--- src/rtl/mult32_seq_ctrl.sv ---
// Sequential 32x32 MULT/MULTU controller sharing one 24x28 product unit.
// Optional signed support is enabled by defining MULT_SIGNED_EN.
module mult32_seq_ctrl #(
    parameter int EARLY_OUT = 1,
    parameter int ACC_W     = 64
) (
    input  logic        clk,
    input  logic        rst_n,
    input  logic        start,
    input  logic        op_signed,
    input  logic [31:0] rs_val,
    input  logic [31:0] rt_val,
    output logic        busy,
    output logic        done,
    output logic [31:0] hi,
    output logic [31:0] lo,
    output logic [23:0] mul_a,
    output logic [27:0] mul_b,
    input  logic [51:0] mul_z
);

    typedef enum logic [1:0] {IDLE, PASS, FIN} state_e;

    state_e             state_q, state_d;
    logic [1:0]         p_q, p_d;
    logic [31:0]        ma_q, mb_q;
    logic [31:0]        ma_in, mb_in;
    logic [ACC_W-1:0]   acc_q, acc_d;
    logic [ACC_W-1:0]   addend, res;
    logic [31:0]        hi_q, lo_q;
    logic [5:0]         sh;
    logic               load, fin_en, early;

`ifdef MULT_SIGNED_EN
    logic neg_q, neg_in;

    always_comb begin
        ma_in  = (op_signed & rs_val[31]) ? (32'd0 - rs_val) : rs_val;
        mb_in  = (op_signed & rt_val[31]) ? (32'd0 - rt_val) : rt_val;
        neg_in = op_signed & (rs_val[31] ^ rt_val[31]);
        res    = neg_q ? (~acc_d + 1'b1) : acc_d;
    end
`else
    logic unused_op_signed;
    assign unused_op_signed = op_signed;

    always_comb begin
        ma_in = rs_val;
        mb_in = rt_val;
        res   = acc_d;
    end
`endif

    // Slice selection per pass; the unit is held at zero outside PASS.
    always_comb begin
        mul_a = 24'd0;
        mul_b = 28'd0;
        sh    = 6'd0;
        if (state_q == PASS) begin
            unique case (p_q)
                2'd0: begin
                    mul_a = ma_q[23:0];
                    mul_b = mb_q[27:0];
                    sh    = 6'd0;
                end
                2'd1: begin
                    mul_a = ma_q[23:0];
                    mul_b = {24'd0, mb_q[31:28]};
                    sh    = 6'd28;
                end
                2'd2: begin
                    mul_a = {16'd0, ma_q[31:24]};
                    mul_b = mb_q[27:0];
                    sh    = 6'd24;
                end
                default: begin
                    mul_a = {16'd0, ma_q[31:24]};
                    mul_b = {24'd0, mb_q[31:28]};
                    sh    = 6'd52;
                end
            endcase
        end
    end

    assign addend = {{(ACC_W-52){1'b0}}, mul_z} << sh;
    assign early  = (EARLY_OUT != 0) && (ma_q[31:24] == 8'd0)
                    && (mb_q[31:28] == 4'd0);

    always_comb begin
        state_d = state_q;
        p_d     = p_q;
        acc_d   = acc_q;
        load    = 1'b0;
        fin_en  = 1'b0;
        unique case (state_q)
            IDLE: begin
                if (start) begin
                    load    = 1'b1;
                    acc_d   = '0;
                    p_d     = 2'd0;
                    state_d = PASS;
                end
            end
            PASS: begin
                acc_d = acc_q + addend;
                if (p_q == 2'd3 || (p_q == 2'd0 && early)) begin
                    fin_en  = 1'b1;
                    state_d = FIN;
                end else begin
                    p_d = p_q + 2'd1;
                end
            end
            FIN: state_d = IDLE;
            default: state_d = IDLE;
        endcase
    end

    always_ff @(posedge clk or negedge rst_n) begin
        if (!rst_n) begin
            state_q <= IDLE;
            p_q     <= 2'd0;
            ma_q    <= 32'd0;
            mb_q    <= 32'd0;
            acc_q   <= '0;
            hi_q    <= 32'd0;
            lo_q    <= 32'd0;
        end else begin
            state_q <= state_d;
            p_q     <= p_d;
            acc_q   <= acc_d;
            if (load) begin
                ma_q <= ma_in;
                mb_q <= mb_in;
            end
            if (fin_en) begin
                hi_q <= res[63:32];
                lo_q <= res[31:0];
            end
        end
    end

`ifdef MULT_SIGNED_EN
    always_ff @(posedge clk or negedge rst_n) begin
        if (!rst_n)    neg_q <= 1'b0;
        else if (load) neg_q <= neg_in;
    end
`endif

    assign busy = (state_q == PASS);
    assign done = (state_q == FIN);
    assign hi   = hi_q;
    assign lo   = lo_q;

endmodule
--- config.mk ---
export PLATFORM = sky130hd
export DESIGN_NAME = mult32_seq_ctrl
export DESIGN_NICKNAME = d
export VERILOG_FILES = /design/src/rtl/mult32_seq_ctrl.sv
export SDC_FILE = /design/constraint.sdc
export NUM_CORES = 1
export LEC_CHECK = 0
export CAP_MARGIN = 20
export CELL_PAD_IN_SITES_DETAIL_PLACEMENT = 1
export CELL_PAD_IN_SITES_GLOBAL_PLACEMENT = 1
export CORE_UTILIZATION = 44
export DETAILED_ROUTE_END_ITERATION = 8
export GPL_TIMING_DRIVEN = 0
export PLACE_DENSITY = 0.89
export SYNTH_ARGS = -nofsm -noshare
export SYNTH_HDL_FRONTEND = slang
export SYNTH_SLANG_ARGS = --single-unit
--- constraint.sdc ---
create_clock -name clk -period 10.8 [get_ports clk]
set_clock_uncertainty 0.05 [all_clocks]
set_input_delay 2.16 -clock clk [delete_from_list [all_inputs] [get_ports clk]]
set_output_delay 2.16 -clock clk [all_outputs]
set_load 0.005 [all_outputs]
==> results of run 1 <==
==> cell usage after synthesis (all sizes together) (4+ instances only) <==
cell	instances	area (um2)
a211oi	10	75.1
a21o	25	189
a21oi	146	734
a221oi	7	67.6
a22o	26	228
a31oi	6	43.8
and2	45	284
and3	33	208
buf	19	90.1
clkbuf	92	427
dfrtp	196	4900
ha	70	876
inv	26	97.6
mux2	87	980
mux2i	79	791
nand2	261	982
nand2b	5	31.3
nand3	39	195
nand4	35	219
nor2	83	312
nor2b	4	25.0
nor3	31	165
nor4	4	46.3
o2111ai	8	76.3
o211ai	19	153
o21a	12	90.1
o21ai	104	536
o21bai	21	158
o221ai	4	35.0
o22ai	5	31.3
o31a	4	35.0
o31ai	12	90.1
or3	7	45.1
or4	7	52.6
xnor2	27	236
xor2	19	166
==> cell type report <==
cell class                 instances  area share
timing repair buffer             238       0.138
inverter                          26     0.00554
multi-input combinational       1287       0.486
sequential                       196       0.279
buffer                           112      0.0300
clock inverter                    11     0.00796
clock buffer                      21      0.0256
tap                              402      0.0286
==> worst register-to-register path, cell delays in order (launching register included) <==
cell      delay [ps]
dfrtp_1          430
inv_1            120
ha_1             180
clkbuf_1         450
nor2_1            80
nor2_1           540
clkbuf_1         490
clkbuf_1         740
mux2i_1          340
a21oi_1          200
o21ai_0          690
ha_1             220
clkbuf_1         310
nand4_1          360
or2_0            360
o221ai_1         200
o221a_2          270
nor3_1            60
a221o_1          350
or3_1            360
a31o_1           210
==> cells by family (layout without fill, tap and decap cells) <==
family                     count (synthesis)  after routing
muxes                                    166            166
AOI/OAI and AO/OA                        438            438
and+or+nand+nor                          566            566
buffers and inverters                    138            408
adders and majority gates                 71             71
xor gates and xnor gates                  46             46
DFF                                      196            196
==> cell usage in the layout (no fill, tap or decap), types with 11 or more instances in the layout <==
cell type / instances
nor2_1: 83
o21a_1: 12
o31ai_1: 12
ha_1: 70
clkbuf_1: 86
o21ai_0: 98
a21o_1: 24
mux2_2: 87
nand2_1: 260
inv_1: 25
mux2i_1: 79
a22o_1: 26
nand4_1: 35
and3_1: 32
and2_1: 43
nand3_1: 39
buf_1: 11
xnor2_1: 27
a21oi_1: 145
o21bai_1: 21
clkbuf_16: 17
clkdlybuf4s50_1: 235
dfrtp_1: 196
nor3_1: 29
xor2_1: 19
o211ai_1: 17
==> metal layers <==
layer	wire, um	up-vias	track usage
met5	0	-	0
li1	-	6377	-
met4	2340	0	0.156
met3	4760	109	0.100
met1	25700	7058	0.466
met2	27300	581	0.597
==> path summary, 6_finish.rpt <==
path	cells after the start	slack [ps]	end
worst max-delay path	20	3690	hi[31]$_DFFE_PN0P_
max in group asynchronous	3	8040	ma_q[8]$_DFFE_PN0P_
worst max register to register	20	3690	hi[31]$_DFFE_PN0P_
worst min register to register	2	430	lo[11]$_DFFE_PN0P_
worst min-delay path	2	430	lo[11]$_DFFE_PN0P_
min in group asynchronous	1	1540	acc_q[57]$_DFF_PN0_
==> sequential cells by signal, summed over array words and instances, names as in the netlist <==
register,flops
acc_q,64
hi,32
lo,32
ma_q,32
mb_q,32
p_q,2
state_q,2
==> per-stage QoR <==
step | cell area (um2) | std cells
floorplan | 14100 | 1621
detailed placement | 17000 | 2261
global route | 17600 | 2293
finish | 17600 | 2293
CTS | 17600 | 2293
global placement | 17000 | 2259
==> reports/qor.txt, run 1 <==
Area growth from synthesis to layout -> 25.0%
Final Hold Slack -> 427 ps
Kind of start point of the critical path -> flop
Min setup slack post-route -> 3690 ps
Final core utilization -> 0.558
Initial antenna violation count -> 0
Syn_area_per_cell -> 8.69 um2
Worst-path fanout max -> 10
Largest net degree at the start of global routing -> 76
Unrepaired setup endpoints after global routing -> no
Critical Path AT -> 7430 ps
Vias -> 14.1k
Synth Register Bits -> 196
CTS H-Tree Depth -> 4
Clock root cell -> clkbuf_16
Antenna cells -> 0
Slowest stage cell on the critical path -> clkbuf_1
# fillers -> 3693
I/O Pins -> 238
Final WL -> 60200 um
Mapped Nets -> 1812
Hpwl dp -> 45900 um
WS Path Type -> reg -> reg
Setup tns final -> 0 ps
Grt total ovfl -> 0
Area of the multi-input gates -> 8550 um2
Clk pin slew, worst setup/hold paths -> 80 ps
Crit path max-delay family -> buffers and inverters
Worst endpoint required time -> 11120 ps
Die H -> 181 um
Row count -> 65
Launch point of the worst path -> p_q[1]$_DFFE_PN0P_
Register area share after synthesis -> 0.348
Slew HR -> 0.187
Final RePlAce weighted congestion -> 1.01
Main synth FF type -> dfrtp_1
Port buffer count -> 236
Final setup fails -> 0
Post-layout minimum cycle time -> 7110 ps
Hold Path Origin -> lo[11]$_DFFE_PN0P_
Multiplexer area fraction after synthesis -> 0.126
Fin crit share -> 0.658
Outcome -> complete, no violations
Post-synth cell types -> 84
CTS max path bufs -> 2
Crit path buffers/inverters -> 5
Most used cell, CP -> clkbuf_1
GRT Resource Usage Total -> 0.370
# Post-CTS Setup Buffers -> 0
Asr flop ratio synth -> 1.00
# clock sinks -> 196
Max_cap viols -> 0
Min-Delay Path Class -> reg -> reg
DRT iter0 DRCs -> 1112
CTS tree -> yes
Slew Limit Fails -> 0
Vias in the first global route -> 15.0k
Core Region -> 31600 um2
Nets -> 2069
Cells after Synth -> 1621
Die W -> 181 um
Post-synthesis adder-cell area fraction -> 0.0636
EDFF count, synth -> 0
Compound-Gate Fraction of Synth Area -> 0.201
XOR/XNOR Fraction of Synth Area -> 0.0286
Cell breakdown of the critical path -> inv_1, ha_1, clkbuf_1, nor2_1, nor2_1, clkbuf_1, clkbuf_1, mux2i_1, a21oi_1, o21ai_0, ha_1, clkbuf_1, nand4_1, or2_0, o221ai_1, o221a_2, nor3_1, a221o_1, or3_1, a31o_1
Routed wire per std cell -> 26.2 um
Post-CTS sizing -> 0
Skew-Pair Late Insertion Delay -> 470 ps
Ys Warns -> 0
Die area -> 32700 um2
Worst R2R Start -> p_q[1]$_DFFE_PN0P_
Max frequency -> 141 MHz
Drt first pass iters -> 5
Worst-Margin Slew -> 1220 ps
Post-synthesis cell area -> 14100 um2
Layout cells sized above 1 -> 0.0862
Post-synthesis simple-gate area fraction -> 0.189
Final Hold Viols -> 0
First-pass GRT wire length -> 91800 um
Worst Setup End Kind -> flop
Setup WS pre-CTS -> 3690 ps
Hold-fix buffer count after cts -> 0
Largest family of logic cells by synthesized area -> compound AO/OA/AOI/OAI gates
Area taken by flip-flops and latches -> 4900 um2
Post-route ant nets -> 0
Initial Utilization -> 0.446
Residual DRC -> 0
Num CTS Buffers -> 17
Slowest Stage Delay on Critical Path -> 730 ps
DR vias/cell -> 6.16
Power of run 1 is left out: the tool's default activity adds up to more than one toggle a clock period on the data nets, which glitch-free logic cannot reach.
==> inputs of run 2 (changes only) <==
--- a/config.mk
+++ b/config.mk
@@ -8,10 +8,10 @@
 export CAP_MARGIN = 20
 export CELL_PAD_IN_SITES_DETAIL_PLACEMENT = 1
 export CELL_PAD_IN_SITES_GLOBAL_PLACEMENT = 1
-export CORE_UTILIZATION = 44
+export CORE_UTILIZATION = 37
 export DETAILED_ROUTE_END_ITERATION = 8
 export GPL_TIMING_DRIVEN = 0
-export PLACE_DENSITY = 0.89
+export PLACE_DENSITY = 0.8
 export SYNTH_ARGS = -nofsm -noshare
 export SYNTH_HDL_FRONTEND = slang
 export SYNTH_SLANG_ARGS = --single-unit
==> constraint.sdc (replaced) <==
create_clock -name clk -period 6.1 [get_ports clk]
set_clock_uncertainty 0.05 [all_clocks]
set_input_delay 1.22 -clock clk [delete_from_list [all_inputs] [get_ports clk]]
set_output_delay 1.22 -clock clk [all_outputs]
set_load 0.005 [all_outputs]
==> run 2 against run 1 <==
Cell area is 1.4% higher. Via count is 1.4% lower. First-iteration DRC count is 24% lower. Utilization is 8.3 points lower. Maximum frequency is 21% higher. Clock-buffer cell count is 4 lower. Die area is 19% higher. Worst setup slack worse by 3500 ps. Non-clock buffer count is 3 higher. Hold slack better by 3.4 ps. Register-to-register slack worse by 3500 ps.
==> reports/qor.txt, run 2 (same netlist as run 1, synthesis figures left out) <==
Layout cells sized above 1 -> 0.0993 (was 0.0862)
Critical path depth -> 21 (was 20)
DRT iter0 DRCs -> 842 (was 1112)
Residual DRC -> 0 (unchanged)
Die H -> 197 um (was 181 um)
Area growth from synthesis to layout -> 26.7% (was 25.0%)
Nets -> 2072 (was 2069)
Worst Setup End Kind -> flop (unchanged)
Critical Path AT -> 6210 ps (was 7430 ps)
Min-Delay Path Class -> reg -> reg (unchanged)
Area post-placement -> 17100 um2 (was 17000 um2)
Reg2reg path depth -> 21 (was 20)
Hold Path Origin -> lo[1]$_DFFE_PN0P_ (was lo[11]$_DFFE_PN0P_)
Slew HR -> 0.254 (was 0.187)
Worst-Margin Slew -> 1120 ps (was 1220 ps)
Worst-path fanout max -> 10 (unchanged)
Die W -> 197 um (was 181 um)
Core Region -> 37600 um2 (was 31600 um2)
Final RePlAce weighted congestion -> 0.973 (was 1.01)
CTS max path bufs -> 2 (unchanged)
Worst R2R Start -> p_q[1]$_DFFE_PN0P_ (unchanged)
Launch point of the worst path -> p_q[1]$_DFFE_PN0P_ (unchanged)
Routed wire per std cell -> 24.6 um (was 26.2 um)
# clock sinks -> 196 (unchanged)
Most common cell after layout, fill and taps aside -> nand2_1 (unchanged)
Fin crit share -> 0.967 (was 0.658)
Clock root cell -> clkbuf_16 (unchanged)
Port buffer count -> 236 (unchanged)
I/O Pins -> 238 (unchanged)
Max_cap viols -> 0 (unchanged)
Hold-fix buffer count after cts -> 0 (unchanged)
Initial Utilization -> 0.375 (was 0.446)
# fillers -> 4384 (was 3693)
Most frequent cells in the layout -> 260 x nand2_1, 235 x clkdlybuf4s50_1, 196 x dfrtp_1 (unchanged)
Largest net degree at the start of global routing -> 73 (was 76)
DR vias/cell -> 5.79 (was 6.16)
Final Hold Slack -> 431 ps (was 427 ps)
Worst endpoint required time -> 6410 ps (was 11120 ps)
Antenna cells -> 0 (unchanged)
Clk pin slew, worst setup/hold paths -> 90 ps (was 80 ps)
Slew Limit Fails -> 0 (unchanged)
Slowest stage cell on the critical path -> nor4_1 (was clkbuf_1)
Final Hold Viols -> 0 (unchanged)
Initial antenna violation count -> 0 (unchanged)
Die area -> 38900 um2 (was 32700 um2)
Num CTS Buffers -> 17 (unchanged)
Vias in the first global route -> 14.7k (was 15.0k)
Unrepaired setup endpoints after global routing -> no (unchanged)
Max frequency -> 170 MHz (was 141 MHz)
Row count -> 71 (was 65)
Grt total ovfl -> 0 (unchanged)
Final setup fails -> 0 (unchanged)
Skew-Pair Late Insertion Delay -> 470 ps (about the same)
Biggest register -> acc_q (unchanged)
Slowest Stage Delay on Critical Path -> 460 ps (was 730 ps)
Post-layout minimum cycle time -> 5900 ps (was 7110 ps)
Hpwl dp -> 46200 um (was 45900 um)
Kind of start point of the critical path -> flop (unchanged)
Crit path max-delay family -> simple AND/OR/NAND/NOR gates (was buffers and inverters)
CTS H-Tree Depth -> 4 (unchanged)
Crit path buffers/inverters -> 5 (unchanged)
WS Path Type -> reg -> reg (unchanged)
GRT Resource Usage Total -> 0.306 (was 0.370)
Cell area after layout -> 17800 um2 (was 17600 um2)
Outcome -> complete, no violations (unchanged)
Drt first pass iters -> 5 (unchanged)
Largest register FFs -> 64 (unchanged)
CTS tree -> yes (unchanged)
Hold Crit Depth -> 2 (unchanged)
Vias -> 13.9k (was 14.1k)
Post-route ant nets -> 0 (unchanged)
Final WL -> 59300 um (was 60200 um)
Cell breakdown of the critical path -> inv_1, ha_1, clkbuf_2, nor2_1, nor2_2, clkbuf_2, clkbuf_4, mux2i_2, nand2_1, a21oi_1, ha_1, clkbuf_8, nand4_1, nor4_1, nand2_1, o22ai_1, a21oi_1, o221ai_2, o211ai_1, and4_1, a211o_1 (was inv_1, ha_1, clkbuf_1, nor2_1, nor2_1, clkbuf_1, clkbuf_1, mux2i_1, a21oi_1, o21ai_0, ha_1, clkbuf_1, nand4_1, or2_0, o221ai_1, o221a_2, nor3_1, a221o_1, or3_1, a31o_1)
First-pass GRT wire length -> 89300 um (was 91800 um)
[run 2: per-layer routing]
metal  global-route usage  vias to the layer above  wire (um)  share of wire
met3               0.0668                       79       4230          0.071
met5                    0                        -          0              0
li1                     -                     6370          -              -
met2                0.504                      482      27300           0.46
met1                0.396                     6999      26000           0.44
met4               0.0996                        0       1750          0.030
[run 2: repair_timing]
| item | in CTS | in global routing |
|---|---|---|
| setup endpoints to repair | 63 | 52 |
| buffers inserted | 0 | 5 |
| pin swaps | 0 | 1 |
| hold endpoints to repair | 0 | 0 |
| gates resized for setup | 15 | 22 |
[run 2: through the flow]
stage,instances,setup slack (ps),util,TNS [ps]
floorplan,1621,996,-,0
global placement,2368,-5010,0.455,-989000
detailed placement,2370,-790,0.456,-22230
CTS,2401,38.6,0.473,0
global route,2405,0.801,0.475,0
finish,2405,200,0.475,0
[run 2: final cells by class]
class	count	area, um2	share of cell area
clock inverters	15	191	0.0107
plain buffers	110	538	0.0301
well taps	511	639	0.0358
clock buffers	17	425	0.0238
repair buffers	243	2460	0.138
inverters	26	97.6	0.00547
multi-input cells	1287	8590	0.481
flip-flops and latches	196	4900	0.275
[run 2: worst min-delay path, stage by stage (launching register included)]
cell and delay (ps):
dfrtp_1 350, nand2_1 50, nand2_1 50
[run 2: worst paths after layout]
kind                                       endpoint  slack (ps)
worst max-delay path            acc_q[61]$_DFF_PN0_         200
worst min register to register    lo[1]$_DFFE_PN0P_         430
min in group asynchronous        hi[25]$_DFFE_PN0P_         590
worst min-delay path              lo[1]$_DFFE_PN0P_         430
worst max register to register  acc_q[61]$_DFF_PN0_         200
max in group asynchronous       mb_q[1]$_DFFE_PN0P_        4330
Power of run 2 is left out for the same reason.
==> inputs of run 3 (changes only) <==
--- a/config.mk
+++ b/config.mk
@@ -9,6 +9,7 @@
 export CELL_PAD_IN_SITES_DETAIL_PLACEMENT = 1
 export CELL_PAD_IN_SITES_GLOBAL_PLACEMENT = 1
 export CORE_UTILIZATION = 37
+export CTS_CLUSTER_DIAMETER = 200
 export DETAILED_ROUTE_END_ITERATION = 8
 export GPL_TIMING_DRIVEN = 0
 export PLACE_DENSITY = 0.8
==> results of run 3 <==
Same layout as run 2: the final DEF is identical, and so are final timing and power.
Power of run 3 is left out for the same reason.
